==> src/rtl/vga_timing_detect.sv <==
// vga_timing_detect: measures hs/vs/de stream geometry, regenerates x/y, tracks lock.
// Define VGA_TIMING_DETECT_EXPECT_EN to add EXP_* parameters and the mismatch output;
// lock then also requires the measured geometry to equal the expected geometry.
module vga_timing_detect #(
  parameter logic        HS_POL      = 1'b1,
  parameter logic        VS_POL      = 1'b1,
  parameter int          LOCK_FRAMES = 3,
  parameter logic [11:0] H_TIMEOUT   = 12'd4095
`ifdef VGA_TIMING_DETECT_EXPECT_EN
  ,
  parameter logic [11:0] EXP_H_TOTAL  = 12'd0,
  parameter logic [11:0] EXP_H_ACTIVE = 12'd0,
  parameter logic [10:0] EXP_V_TOTAL  = 11'd0,
  parameter logic [10:0] EXP_V_ACTIVE = 11'd0
`endif
) (
  input  logic        clk,
  input  logic        rst_n,
  input  logic        hs,
  input  logic        vs,
  input  logic        de,
  output logic        de_out,
  output logic [11:0] x_out,
  output logic [10:0] y_out,
  output logic        frame_start,
  output logic [11:0] h_total,
  output logic [11:0] h_active,
  output logic [11:0] h_sync,
  output logic [10:0] v_total,
  output logic [10:0] v_active,
  output logic        locked,
  output logic        lock_lost
`ifdef VGA_TIMING_DETECT_EXPECT_EN
  ,
  output logic        mismatch
`endif
);
  typedef enum logic [1:0] {UNLOCKED, CHECK, LOCKED} state_t;
  localparam logic [3:0] LOCK_LAST = 4'(LOCK_FRAMES - 1);

  logic        hs1_q, hs1_d, hs2_q, hs2_d;
  logic        vs1_q, vs1_d, vs2_q, vs2_d;
  logic        de1_q, de1_d, de2_q, de2_d;
  logic [11:0] hc_q, hc_d, hsw_q, hsw_d, dew_q, dew_d, xc_q, xc_d;
  logic        h_seen_q, h_seen_d, v_seen_q, v_seen_d, lf_q, lf_d;
  logic [10:0] vc_q, vc_d, va_q, va_d, yc_q, yc_d;
  logic [11:0] x_out_q, x_out_d, h_total_q, h_total_d, h_active_q, h_active_d, h_sync_q, h_sync_d;
  logic [10:0] y_out_q, y_out_d, v_total_q, v_total_d, v_active_q, v_active_d;
  logic        frame_start_q, frame_start_d, lock_lost_q, lock_lost_d;
  state_t      state_q, state_d;
  logic [3:0]  mc_q, mc_d, mc_inc;
  logic [45:0] snap_q, snap_d, tuple;
  logic        hs_rise, hs_fall, vs_rise, de_fall, timeout, tup_eq, exp_ok;
  logic [10:0] vc_inc, va_inc;

  assign hs_rise = hs1_q & ~hs2_q;
  assign hs_fall = ~hs1_q & hs2_q;
  assign vs_rise = vs1_q & ~vs2_q;
  assign de_fall = ~de1_q & de2_q;
  assign timeout = (hc_q == H_TIMEOUT);
  assign vc_inc  = hs_rise ? vc_q + 11'd1 : vc_q;
  assign va_inc  = (hs_rise && lf_q) ? va_q + 11'd1 : va_q;
  assign tuple   = {h_total_d, h_active_d, v_total_d, v_active_d};
  assign tup_eq  = (tuple == snap_q);
  assign mc_inc  = (mc_q == 4'hf) ? mc_q : mc_q + 4'd1;

  // Input normalisation, line/sync/de measurement and frame-close captures
  always_comb begin
    hs1_d = hs ~^ HS_POL;
    vs1_d = vs ~^ VS_POL;
    de1_d = de;
    hs2_d = hs1_q;
    vs2_d = vs1_q;
    de2_d = de1_q;
    hc_d = hs_rise ? 12'd0 : ((hc_q == 12'hfff) ? hc_q : hc_q + 12'd1);
    h_total_d = (hs_rise && h_seen_q && !timeout) ? hc_q + 12'd1 : h_total_q;
    h_seen_d = hs_rise ? 1'b1 : (timeout ? 1'b0 : h_seen_q);
    hsw_d = hs1_q ? ((hsw_q == 12'hfff) ? hsw_q : hsw_q + 12'd1) : 12'd0;
    h_sync_d = hs_fall ? hsw_q : h_sync_q;
    dew_d = de1_q ? ((dew_q == 12'hfff) ? dew_q : dew_q + 12'd1) : 12'd0;
    h_active_d = de_fall ? dew_q : h_active_q;
    lf_d = hs_rise ? de1_q : (lf_q | de1_q);
    vc_d = vs_rise ? 11'd0 : vc_inc;
    va_d = vs_rise ? 11'd0 : va_inc;
    v_total_d = (vs_rise && v_seen_q) ? vc_inc : v_total_q;
    v_active_d = (vs_rise && v_seen_q) ? va_inc : v_active_q;
    v_seen_d = v_seen_q | vs_rise;
    frame_start_d = vs_rise;
  end

  // Coordinate counters; outputs follow de1 so they land two clocks after input de
  always_comb begin
    xc_d = de1_q ? xc_q + 12'd1 : 12'd0;
    yc_d = vs_rise ? 11'd0 : (de_fall ? yc_q + 11'd1 : yc_q);
    x_out_d = de1_q ? xc_q : x_out_q;
    y_out_d = de1_q ? yc_q : y_out_q;
  end

`ifdef VGA_TIMING_DETECT_EXPECT_EN
  logic mismatch_q, mismatch_d;
  assign exp_ok = (tuple == {EXP_H_TOTAL, EXP_H_ACTIVE, EXP_V_TOTAL, EXP_V_ACTIVE});
  assign mismatch = mismatch_q;

  // Expected-geometry flag, refreshed at each frame close
  always_comb begin
    mismatch_d = vs_rise ? !exp_ok : mismatch_q;
  end

  // Expected-geometry flag register
  always_ff @(posedge clk or negedge rst_n) begin
    if (!rst_n) mismatch_q <= 1'b0;
    else mismatch_q <= mismatch_d;
  end
`else
  assign exp_ok = 1'b1;
`endif

  // Lock FSM next state, evaluated at frame close; line timeout overrides everything
  always_comb begin
    state_d = state_q;
    mc_d = mc_q;
    snap_d = snap_q;
    if (timeout) begin
      state_d = UNLOCKED;
    end else if (vs_rise) begin
      case (state_q)
        UNLOCKED: begin
          state_d = CHECK;
          snap_d = tuple;
          mc_d = 4'd0;
        end
        CHECK: begin
          if (tup_eq) begin
            mc_d = mc_inc;
            state_d = (mc_inc >= LOCK_LAST && exp_ok) ? LOCKED : CHECK;
          end else begin
            snap_d = tuple;
            mc_d = 4'd0;
          end
        end
        LOCKED: begin
          if (!tup_eq) begin
            state_d = CHECK;
            snap_d = tuple;
            mc_d = 4'd0;
          end
        end
        default: state_d = UNLOCKED;
      endcase
    end
    lock_lost_d = (state_q == LOCKED) && (state_d != LOCKED);
  end

  // Lock FSM registers
  always_ff @(posedge clk or negedge rst_n) begin
    if (!rst_n) begin
      state_q <= UNLOCKED;
      mc_q <= 4'd0;
      snap_q <= '0;
      lock_lost_q <= 1'b0;
    end else begin
      state_q <= state_d;
      mc_q <= mc_d;
      snap_q <= snap_d;
      lock_lost_q <= lock_lost_d;
    end
  end

  // Datapath registers
  always_ff @(posedge clk or negedge rst_n) begin
    if (!rst_n) begin
      hs1_q <= 1'b0;
      vs1_q <= 1'b0;
      de1_q <= 1'b0;
      hs2_q <= 1'b0;
      vs2_q <= 1'b0;
      de2_q <= 1'b0;
      hc_q <= 12'd0;
      h_seen_q <= 1'b0;
      v_seen_q <= 1'b0;
      hsw_q <= 12'd0;
      dew_q <= 12'd0;
      lf_q <= 1'b0;
      vc_q <= 11'd0;
      va_q <= 11'd0;
      xc_q <= 12'd0;
      yc_q <= 11'd0;
      x_out_q <= 12'd0;
      y_out_q <= 11'd0;
      h_total_q <= 12'd0;
      h_active_q <= 12'd0;
      h_sync_q <= 12'd0;
      v_total_q <= 11'd0;
      v_active_q <= 11'd0;
      frame_start_q <= 1'b0;
    end else begin
      hs1_q <= hs1_d;
      vs1_q <= vs1_d;
      de1_q <= de1_d;
      hs2_q <= hs2_d;
      vs2_q <= vs2_d;
      de2_q <= de2_d;
      hc_q <= hc_d;
      h_seen_q <= h_seen_d;
      v_seen_q <= v_seen_d;
      hsw_q <= hsw_d;
      dew_q <= dew_d;
      lf_q <= lf_d;
      vc_q <= vc_d;
      va_q <= va_d;
      xc_q <= xc_d;
      yc_q <= yc_d;
      x_out_q <= x_out_d;
      y_out_q <= y_out_d;
      h_total_q <= h_total_d;
      h_active_q <= h_active_d;
      h_sync_q <= h_sync_d;
      v_total_q <= v_total_d;
      v_active_q <= v_active_d;
      frame_start_q <= frame_start_d;
    end
  end

  assign de_out = de2_q;
  assign x_out = x_out_q;
  assign y_out = y_out_q;
  assign frame_start = frame_start_q;
  assign h_total = h_total_q;
  assign h_active = h_active_q;
  assign h_sync = h_sync_q;
  assign v_total = v_total_q;
  assign v_active = v_active_q;
  assign locked = (state_q == LOCKED);
  assign lock_lost = lock_lost_q;
endmodule

==> config.mk <==
export PLATFORM = sky130hd
export DESIGN_NAME = vga_timing_detect
export DESIGN_NICKNAME = d
export VERILOG_FILES = /design/src/rtl/vga_timing_detect.sv
export SDC_FILE = /design/constraint.sdc
export NUM_CORES = 1
export LEC_CHECK = 0
export ABC_AREA = 1
export CAP_MARGIN = 10
export CELL_PAD_IN_SITES_DETAIL_PLACEMENT = 2
export CELL_PAD_IN_SITES_GLOBAL_PLACEMENT = 2
export CORE_MARGIN = 2
export CORE_UTILIZATION = 31
export CTS_CLUSTER_SIZE = 28
export DETAILED_ROUTE_END_ITERATION = 7
export PLACE_DENSITY = 0.75
export SKIP_LAST_GASP = 1
export SLEW_MARGIN = 20
export SYNTH_ARGS = -nofsm -noshare
export SYNTH_HDL_FRONTEND = slang
export SYNTH_SLANG_ARGS = --single-unit
==> constraint.sdc <==
create_clock -name clk -period 2.6 [get_ports clk]
set_input_delay 0.52 -clock clk [delete_from_list [all_inputs] [get_ports clk]]
set_output_delay 0.52 -clock clk [all_outputs]
set_load 0.01 [all_outputs]
Word level (Yosys, flattened, before mapping)
Cells that the tools add are included.
Widths: inputs -> output; s select.
Cells by class
  $add $sub $neg: 8
  $mul: 0
  div/mod/pow operators: 0
  magnitude comparators: 1
  eq/ne operators: 13
  shifts and indexed selects: 0
  multiplexer cells: 32
  bitwise gates (word level): 11
  reduce and logical (&&, ||, !) cells: 14
Operators with widths (count)
  $mux 12: 9
  $pmux 46 s2: 1
  $mux 11: 8
  $add 12x1->12 const B: 4
  $eq 46x46->1: 1
  $mux 46: 1
  $eq 12x12->1 const B: 3
  $add 11x1->11 const B: 3
  $mux 4: 3
  $ne 2x2->1 const B: 6
  $pmux 4 s3: 1
  $mux 2: 5
  $reduce_and 4->1: 2
  $pmux 2 s3: 1
  $reduce_bool 2->1: 3
  $logic_and 1x1->1: 5
  $not 1->1: 5
  $add 4x1->4 const B: 1
  $and 1x1->1: 4
  $eq 4x4->1 const B: 1
  $ge 4x2->1 const B: 1
  $mux 1: 3
  $reduce_bool 3->1: 1
  $eq 2x1->1 const B: 1
  5 further kinds: 6
Word-level totals
  register bits: 225
  latch bits: 0
  memory bits (writable): 0
  ROM bits: 0
  input port bits: 5
  output and inout bits: 85
  word-level logic and storage cells: 107
  memories kept: 0

Logic depth before layout (Yosys ltp)
Gate-level depths: netlist of run 1.
  word-level depth: 12
  gate-level depth with buffers: 24
  mapped depth without buffers: 24

Least setup slack after synthesis of run 1
Ideal clock, no wire load.
  kind: flip-flop to flip-flop
  from: register hc_q[0]
  to: register snap_q[41]
  arrival time: 2.613 ns
  required time: 2.479 ns
  setup slack: -0.135 ns
  cell stages (with the launch flop): 24
  path through: dfrtp_1 ha_1 inv_2 nor2_4 nand3_4 nand2_4 buf_6 nand2_1 nand3b_1 nand2_1 nor2_1 nand2_1 nor2_1 nand2_1 nor2_2 nand2_2 inv_2 nand2_2 nand2_4 inv_2 buf_6 buf_6 nand2_1 o21ai_1
Between the ends
  cells in the longest elaborated chain, start to end: 7
  elaborated cells on any way between the ends: 11
  classes of those cells: add/sub (1); eq/ne (3); mux (3); bitwise (1); reduce/logical (3)
Ends and longest elaborated chain
  from (decl): line 44  | logic [11:0] hc_q, hc_d, hsw_q, hsw_d, dew_q, dew_d, xc_q, xc_d;
  from (signal assigned): line 178  | hc_q <= 12'd0;
  from (signal assigned): line 203  | hc_q <= hc_d;
  branches (longest 7 deep; another with $add 12x1->12)
  to (signal assigned): line 164  | snap_q <= snap_d;
  to (decl): line 52  | logic [45:0] snap_q, snap_d, tuple;
Parallel ways; which one is timed is not known. The select of a mux whose other input is x is not followed.
A chain may end at the register's enable or synchronous reset.

Final worst setup path of run 1
  from: register hs2_q
  to: register snap_q[34]
Between the ends
  cells in the longest elaborated chain, start to end: 8
  elaborated cells on any way between the ends: 15
  classes of those cells: eq/ne (2); mux (7); bitwise (2); reduce/logical (4)
Ends and longest elaborated chain
  from (decl): line 41  | logic hs1_q, hs1_d, hs2_q, hs2_d;
  from (signal assigned): line 200  | hs2_q <= hs2_d;
  $not 1->1: line 56  | assign hs_rise = hs1_q & ~hs2_q;
  $and 1x1->1: line 56
  $logic_and 1x1->1: line 62  | assign va_inc = (hs_rise && lf_q) ? va_q + 11'd1 : va_q;
  $mux 11: line 62
  $mux 11: line 86  | v_active_d = (vs_rise && v_seen_q) ? va_inc : v_active_q;
  named net v_active_d[7]: line 48  | logic [10:0] y_out_q, y_out_d, v_total_q, v_total_d, v_active_q, v_active_d;
  $eq 46x46->1: line 64  | assign tup_eq = (tuple == snap_q);
  $ne 2x2->1 (no source line)
  $reduce_and 4->1 (no source line)
The timed path passes the listed nets, and every way through them passes these cells. The select of a mux whose other input is x is not followed.

==> flow_metrics.env, run 1 <==
export IMPL_status="finished, violations left"
export IMPL_failed_checks="negative setup slack"
export IMPL_dr_pass1_iters=4
export IMPL_dp_hpwl_um=25800
export IMPL_clk_latency_ps=550
export IMPL_hold_viol_final=0
export IMPL_irDropWorstVdd_v=0.000481
export IMPL_synth_area_mux_share=0
export IMPL_power_density_nw_per_um2=673
export IMPL_ys_async_sr_fraction=1.00
export IMPL_synthesis_area_um2=10700
export IMPL_worstMarginPinSlew_ps=718
export IMPL_place_inst=1988
export IMPL_die_area_um2=36000
export IMPL_synth_simple_area_share=0.287
export IMPL_grt_max_degree=56
export IMPL_num_nets_final=1616
export IMPL_ios=90
export IMPL_fp_dieH_um=190
export IMPL_worstSetupPathType="register to register"
export IMPL_p_leak_nw=7.36
export IMPL_grt_setup_unrepaired="yes"
export IMPL_yosys_most_used_dff="dfrtp_1"
export IMPL_drt_iter0_drc=415
export IMPL_hold_depth=0
export IMPL_syn_num_nets=1351
export IMPL_startpoint="hs2_q"
export IMPL_finalCriticalPeriod_ps=3040
export IMPL_drc=0
export IMPL_r2r_start="hs2_q"
export IMPL_min_from="vs1_q"
export IMPL_fmax_mhz=329
export IMPL_seq_area_frac_synth=0.527
export IMPL_gr_total_overflow=0
export IMPL_crit_path_start_kind="register"
export IMPL_grt_pass1_vias=11600
export IMPL_ant_nets=0
export IMPL_cts_buffers=28
export IMPL_synth_edf_count=0
export IMPL_n_antenna_cell=0
export IMPL_syn_mean_instance_area_um2=8.02
export IMPL_vias_per_cell=5.01
export IMPL_wl_per_cell_um=20.6
export IMPL_num_vias=10400
export IMPL_yosysTopAreaCell="dfrtp_1"
export IMPL_grt_pass1_wl_um=62600
export IMPL_clockRootBuffer="clkbuf_16"
export IMPL_portBuffers=89
export IMPL_cts_sinks=225
export IMPL_synth_xor_area_share=0.0115
export IMPL_yosysUniqueCellTypes=43
export IMPL_netlist_area_leader_share=0.527
export IMPL_maxSlewViolCount=0
export IMPL_r2r_setup_slack_ps=-440
export IMPL_maxCapViolCount=0
export IMPL_gp_congestion=0.773
export IMPL_stdcell_count=2075
export IMPL_synth_cells=1333
export IMPL_final_hold_worst_slack_ps=408
export IMPL_cts_buffer_depth=3
export IMPL_p_total_mw=10.4
export IMPL_cts_tree="built"
export IMPL_antenna_found_initial=0
export IMPL_r2r_end="snap_q[34]"
export IMPL_area_delta_synth_final_pct=44.0
export IMPL_drive_gt1_frac=0.252
export IMPL_worstPathRequired_ps=3020
export IMPL_slew_headroom=0.520
export IMPL_path_max_fanout=9
export IMPL_clock_skew_ps=13.0
export IMPL_yosysWarningCount=0
export IMPL_grt_usage=0.217
export IMPL_cts_htree_levels=1
export IMPL_start_util=0.312
export IMPL_clk_pin_slew_ps=60
export IMPL_synth_top_family_by_area="simple AND/OR/NAND/NOR gates"
export IMPL_setup_ws_ps=-443
export IMPL_fin_crit_sh=1.17
export IMPL_synth_seq_cells=225
export IMPL_fin_util=0.449
export IMPL_ys_top_cells_by_area="dfrtp_1 (53%), nand2_1 (16%), nand3_1 (5.2%)"
export IMPL_fp_dieW_um=190
export IMPL_synth_compound_area_share=0.0899
export IMPL_std_cell_rows=68
export IMPL_final_cell_mix="nand2_1 (379), dfrtp_1 (223), buf_4 (140)"
export IMPL_routed_wl_um=42800
export IMPL_coreArea_um2=34300
export IMPL_synthAdderAreaFrac=0.0152
export IMPL_worstHoldEndpoint="vs2_q"
export IMPL_worstSetupEndpointType="register"
export IMPL_cp_arrival_ps=3460
export IMPL_setup_viol=53
export IMPL_final_common_cell="nand2_1"
export IMPL_rr_worst_depth=22
export IMPL_hp_class="register to register"
## what timing repair did
item	in CTS	in global routing
resized for setup	74	145
setup buffers	13	13
endpoints found under the hold margin	40	0
endpoints found under the setup margin	53	56
cloned	3	8
hold buffers	1	0
pin swaps	16	57
## worst max-delay path by stage
stage,cells after the start,slack [ps],endpoint
after global placement,20,-200,snap_q[2]
after floorplan,23,10,snap_q[41]
final,22,-440,snap_q[34]
after detailed placement,22,-360,snap_q[2]
after global routing,22,-620,snap_q[34]
after CTS,25,-230,lock_lost
## worst max-delay path, stage by stage, from the launching register on
cell and delay [ps]:
dfrtp_1 400, inv_2 90, buf_6 100, nand3_4 140, buf_4 190, buf_4 130, nand2_1 70, nand3_1 180
nand2_2 150, inv_1 70, nand2_1 60, nand2_1 90, nor2_4 120, nand2_1 80, nor2_2 160, nand2_2 130
inv_2 100, nand2_4 70, nand2_8 140, inv_16 80, clkbuf_16 170, nand2_1 70, o21ai_1 100
## cell usage after synthesis, types with 8 or more instances
library cell  instances
o21ai_1              31
a21oi_1              36
nor4_1                8
nor2_1               99
ha_1                 13
dfrtp_1             225
buf_2                 9
nand2_1             443
clkbuf_1             15
xor2_1                9
nand4_1              13
o21ai_0              73
nand3_1             112
inv_1               142
nor3_1               16
## final cells by class
| cell class | instances | area (um^2) |
|---|---|---|
| timing repair buffer | 266 | 2590 |
| inverter | 152 | 607 |
| sequential | 225 | 5630 |
| clock buffer | 41 | 851 |
| tap | 455 | 569 |
| timing repair inverter | 1 | 11.3 |
| multi-input combinational | 924 | 4950 |
| clock inverter | 11 | 185 |
| fill | 3678 | 18900 |
## metal layers
| metal | track usage | share of wire | vias up |
|---|---|---|---|
| met3 | 0.0312 | 0.043 | 77 |
| met2 | 0.399 | 0.53 | 196 |
| met4 | 0.0561 | 0.029 | 0 |
| met5 | 0 | 0 | - |
| li1 | - | - | 4795 |
| met1 | 0.267 | 0.40 | 5320 |
## registers in the layout (all words and copies together), names as in the netlist, 12 cells and up
name      count
x_out        12
xc_q         12
hsw_q        12
h_sync       12
h_active     12
h_total      12
snap_q       46
dew_q        12
hc_q         12
## through the flow
step	area, um^2	setup WS (ps)	setup TNS, ps
floorplan	10700	14.5	0
global placement	13200	-198	-8190
detailed placement	13200	-356	-14840
global route	15400	-624	-28100
finish	15400	-443	-18390
CTS	14700	-228	-8870
## logic make-up (layout without fill, tap and decap cells)
logic type	after synthesis	after routing
buffers and inverters	184	471
AND/OR/NAND/NOR	724	724
AO/OA/AOI/OAI	173	173
XOR/XNOR	14	14
adder cells (fa/ha/maj)	13	13
flip-flops	225	225
## power by group
| group | internal, mW | switching, mW | total (mW) |
|---|---|---|---|
| clock | 2.75 | 1.62 | 4.37 |
| combinational | 0.842 | 1.16 | 2.00 |
| sequential | 3.74 | 0.247 | 3.99 |
(Power assumes the default switching activity.)
==> run 2: changes to the inputs <==
GPL_TIMING_DRIVEN = 0   (was default)
==> flow_metrics.env, run 2 (synthesis results as in run 1) <==
export IMPL_top_register="snap_q"
export IMPL_std_cell_rows=68
export IMPL_grt_max_degree=88
export IMPL_p_leak_nw=6.96
export IMPL_slew_headroom=0.526
export IMPL_drc=0
export IMPL_irDropWorstVdd_v=0.000474
export IMPL_clockRootBuffer="clkbuf_16"
export IMPL_cpPeakStageDelay_ps=410
export IMPL_dr_pass1_iters=4
export IMPL_worstMarginPinSlew_ps=705
export IMPL_power_switching_mw=2.93
export IMPL_switching_share=0.301
export IMPL_worstSetupPathType="register to register"
export IMPL_nFillCells=3754
export IMPL_cts_htree_levels=1
export IMPL_combPwrFrac=0.187
export IMPL_maxSlewViolCount=0
export IMPL_cp_slowest_cell="dfrtp_1"
export IMPL_coreArea_um2=34300
export IMPL_gr_total_overflow=0
export IMPL_area_delta_synth_final_pct=37.5
export IMPL_cts_sinks=225
export IMPL_seqPwrFrac=0.408
export IMPL_drive_gt1_frac=0.216
export IMPL_status="finished, violations left"
export IMPL_antenna_found_initial=1
export IMPL_fmax_mhz=337
export IMPL_clk_latency_ps=560
export IMPL_num_nets_final=1537
export IMPL_power_density_nw_per_um2=662
export IMPL_p_clk_frac=0.405
export IMPL_pre_cts_slack_ps=-1220
export IMPL_worstPathRequired_ps=3010
export IMPL_cts_buffer_depth=3
export IMPL_cp_arrival_ps=3380
export IMPL_n_antenna_cell=0
export IMPL_crit_path_start_kind="register"
export IMPL_drt_iter0_drc=312
export IMPL_fp_dieH_um=190
export IMPL_intPower_mw=6.80
export IMPL_finalCriticalPeriod_ps=2960
export IMPL_die_area_um2=36000
export IMPL_clk_pin_slew_ps=60
export IMPL_fp_dieW_um=190
export IMPL_hold_viol_final=0
export IMPL_vias_per_cell=4.98
export IMPL_dp_hpwl_um=24600
export IMPL_final_common_cell="nand2_1"
export IMPL_cp_common_cell="nor2_4"
export IMPL_grt_setup_unrepaired="yes"
export IMPL_grt_usage=0.207
export IMPL_fin_util=0.429
export IMPL_cts_tree="built"
export IMPL_cts_buffers=28
export IMPL_setup_viol=53
export IMPL_gp_congestion=0.787
export IMPL_maxCapViolCount=0
export IMPL_ios=90
export IMPL_clock_skew_ps=15.8
export IMPL_routed_wl_um=39100
export IMPL_path_buf_inv=7
export IMPL_num_vias=9938
export IMPL_start_util=0.312
export IMPL_final_cell_mix="nand2_1 (378), dfrtp_1 (222), inv_1 (138)"
export IMPL_ant_nets=0
export IMPL_largest_register_ffs=46
export IMPL_worstSetupEndpointType="register"
export IMPL_failed_checks="negative setup slack"
export IMPL_hp_class="primary input to register"
export IMPL_wl_per_cell_um=19.6
export IMPL_setup_ws_ps=-363
export IMPL_grt_pass1_wl_um=59400
export IMPL_fin_crit_sh=1.14
export IMPL_critPathTopFamily="simple AND/OR/NAND/NOR gates"
export IMPL_path_cells="buf_6 -> inv_4 -> nor2_4 -> buf_6 -> nand2_4 -> nand3_2 -> nand2_2 -> nor2_2 -> nand2_2 -> nor2_2 -> nand3_2 -> nor2_4 -> nand4_1 -> nor2_4 -> nand2_4 -> inv_4 -> nand2_4 -> nand2_8 -> inv_8 -> buf_12 -> buf_8 -> nor2_4 -> a31oi_1"
export IMPL_portBuffers=89
export IMPL_grt_pass1_vias=10900
export IMPL_path_max_fanout=7
==> run 2: changes by cell type in the layout (fill, tap and decap cells not counted), moves of 5 or more <==
cell / change
buf_4: -88
o21ai_1: -10
clkbuf_1: +12
o21ai_2: +8
nor2_2: -5
buf_12: -8
==> run 2: layout make-up <==
type	count	area, um^2	share of cell area
multi-input combinational	925	5110	0.348
inverter	152	606	0.0412
sequential	225	5630	0.383
clock inverter	9	83.8	0.00570
tap	455	569	0.0387
clock buffer	42	843	0.0574
timing repair buffer	155	1540	0.105
buffer	32	317	0.0215
==> run 2: worst paths after layout <==
check,startpoint,to,slack (ps),cells past startpoint
max,de_out,snap_q[2],-360,23
min,de,de1_q,410,1
max reg2reg,de_out,snap_q[2],-360,23
min reg2reg,vs1_q,vs2_q,430,0
max in group asynchronous,rst_n,v_active[7],1250,3
min in group asynchronous,rst_n,x_out[9],490,2
==> run 2: layer usage <==
metal	wire length, um	global-route usage	share of wire
met4	869	0.0411	0.022
met5	18	0	0.00046
met1	16700	0.261	0.43
met3	1230	0.0304	0.031
met2	20300	0.376	0.52
==> run 2: power groups by stage <==
stage | clock network (mW) | registers [mW] | logic [mW]
floorplan | 0 | 3.98 | 0.712
global placement | 0 | 3.99 | 1.23
detailed placement | 0 | 4.00 | 1.30
CTS | 4.02 | 3.95 | 1.54
global route | 4.16 | 4.00 | 1.99
finish | 3.94 | 3.97 | 1.82
==> run 2: per-stage QoR <==
stage          instances  power (mW)  hold slack (ps)  instance area (um^2)  TNS [ps]
6_report            1995        9.73              411                 14700    -13790
5_1_grt             1995        10.1              410                 14700    -22760
3_3_place_gp        1877        5.22              353                 12200  -2187600
2_1_floorplan       1333        4.69              224                 10700         0
3_5_place_dp        1879        5.30              356                 12200    -57240
4_1_cts             1979        9.51              383                 13900    -10230
==> run 2: timing repair <==
| item | CTS | global route |
|---|---|---|
| setup endpoints to repair | 54 | 56 |
| cloned | 3 | 3 |
| hold buffers | 1 | 0 |
| pin swaps | 38 | 32 |
| gates resized for setup | 115 | 167 |
| setup buffers | 45 | 13 |
| hold endpoints to repair | 62 | 0 |
==> run 3: changes to the inputs <==
CORE_UTILIZATION = 37   (was 31)
PLACE_DENSITY = 0.84   (was 0.75)
clock period = 3.55 ns   (was 2.6 ns; I/O delays follow)
==> flow_metrics.env, run 3 (synthesis results as in run 1) <==
export IMPL_num_vias=9694
export IMPL_grt_usage=0.245
export IMPL_largest_register_ffs=46
export IMPL_grt_pass1_vias=11000
export IMPL_clockRootBuffer="clkbuf_16"
export IMPL_gr_total_overflow=0
export IMPL_placed_area_um2=12100
export IMPL_vias_per_cell=5.19
export IMPL_cts_tree="built"
export IMPL_ant_nets=0
export IMPL_fp_dieW_um=174
export IMPL_power_density_nw_per_um2=530
export IMPL_area_delta_synth_final_pct=24.3
export IMPL_ios=90
export IMPL_final_common_cell="nand2_1"
export IMPL_grt_max_degree=86
export IMPL_irDropWorstVdd_v=0.000343
export IMPL_dr_pass1_iters=4
export IMPL_fin_crit_sh=0.948
export IMPL_antenna_found_initial=0
export IMPL_worstMarginPinSlew_ps=760
export IMPL_highest_layer="met4"
export IMPL_routed_wl_um=36900
export IMPL_layout_area_seq_um2=5630
export IMPL_place_inst=1808
export IMPL_status="complete, no violations"
export IMPL_num_nets_final=1481
export IMPL_final_cell_mix="nand2_1 (441), dfrtp_1 (223), inv_1 (142)"
export IMPL_cts_buffers=28
export IMPL_wl_per_cell_um=19.7
export IMPL_dp_hpwl_um=24600
export IMPL_worstSetupPathType="register to register"
export IMPL_gp_congestion=0.801
export IMPL_worstPathRequired_ps=3970
export IMPL_ctsHoldBuffers=0
export IMPL_clk_pin_slew_ps=70
export IMPL_final_hold_worst_slack_ps=88.9
export IMPL_stdcell_count=1868
export IMPL_clock_skew_ps=20.9
export IMPL_nFillCells=3248
export IMPL_maxSlewViolCount=0
export IMPL_wl_met2_um=18500
export IMPL_crit_path_start_kind="register"
export IMPL_multiInputGateArea_um2=4390
export IMPL_fp_dieH_um=174
export IMPL_std_cell_rows=62
export IMPL_m1WireLength_um=16500
export IMPL_drt_iter0_drc=450
export IMPL_maxCapViolCount=0
export IMPL_p_total_mw=7.05
export IMPL_grt_pass1_wl_um=59400
export IMPL_wl_met3_um=935
export IMPL_hold_viol_final=0
export IMPL_hp_class="primary input to asynchronous set/reset pin"
export IMPL_top_register="snap_q"
export IMPL_start_util=0.375
export IMPL_coreArea_um2=28500
export IMPL_fmax_mhz=297
export IMPL_worstSetupEndpointType="register"
export IMPL_slew_headroom=0.488
export IMPL_fin_util=0.466
export IMPL_cp_arrival_ps=3790
export IMPL_setup_viol=0
export IMPL_cts_buffer_depth=3
export IMPL_die_area_um2=30300
export IMPL_p_leak_nw=6.36
export IMPL_drive_gt1_frac=0.0910
export IMPL_finalCriticalPeriod_ps=3360
export IMPL_cts_htree_levels=1
export IMPL_n_antenna_cell=0
export IMPL_cts_sinks=225
export IMPL_final_area_um2=13300
export IMPL_drc=0
export IMPL_portBuffers=89
export IMPL_path_max_fanout=10
export IMPL_clk_latency_ps=550
==> run 3: changes by cell type in the layout (fill, tap and decap cells not counted), sizes merged <==
cell / previous run / this run
clkinvlp: 1 / 3
nand2: 453 / 452
clkinv: 9 / 5
inv: 150 / 151
buf: 82 / 28
clkbuf: 58 / 55
dlygate4sd3: 1 / 0
bufinv: 1 / 5
==> run 3: cell type report <==
| cell class | count | share of cell area |
|---|---|---|
| repair buffers | 100 | 0.0766 |
| inverters | 152 | 0.0435 |
| clock buffers | 39 | 0.0619 |
| multi-input cells | 924 | 0.330 |
| well taps | 384 | 0.0361 |
| clock inverters | 12 | 0.0145 |
| plain buffers | 32 | 0.0136 |
| flip-flops and latches | 225 | 0.424 |
==> run 3: metrics by stage <==
step | setup slack (ps) | TNS [ps]
4_1_cts | 5.70 | 0
2_1_floorplan | 815 | 0
3_5_place_dp | -236 | -5660
6_report | 185 | 0
3_3_place_gp | -8420 | -1888210
5_1_grt | -52.0 | -267
==> run 3: routing by layer <==
metal  vias to the layer above  track usage
met4                         0       0.0711
met2                       136        0.435
met5                         -            0
met3                        62       0.0295
li1                       4514            -
met1                      4982        0.313
==> run 3: critical path: stages, from the launching register on <==
cell and delay [ps]:
dfrtp_2 440, ha_4 200, inv_2 60, nor2_4 200
nand3_4 190, nand2_8 140, buf_6 160, nand2_1 90
nand2_2 100, nand2_1 80, nand2_1 80, nand2_1 80
nor2_1 150, nand3_2 130, nor2_4 160, nand2_2 120
inv_2 90, nand2_2 60, nand2_4 90, inv_2 90
buf_6 170, buf_6 170, nand2_1 80, o21ai_1 80
==> run 3: what timing repair did <==
item,in CTS,in global routing
gates resized for setup,8,19
setup endpoints to repair,46,46
pin swaps,0,2
setup buffers,0,9
endpoints found under the hold margin,0,0
==> run 3: worst paths after layout <==
check	from	to	slack [ps]	cells after the start
max	hc_q[0]	snap_q[40]	190	23
min	rst_n	x_out[9]	90	1
max reg2reg	hc_q[0]	snap_q[40]	190	23
min reg2reg	de1_q	de_out	360	0
max in group asynchronous	rst_n	v_active[9]	2190	3
min in group clk	de1_q	de_out	360	0
==> run 3: report_power, final <==
part / total, mW / internal, mW / switching [mW] / leakage (nW)
clock network: 3.16 / 1.97 / 1.19 / 0.492
logic: 0.995 / 0.357 / 0.638 / 2.84
registers: 2.89 / 2.74 / 0.149 / 3.03
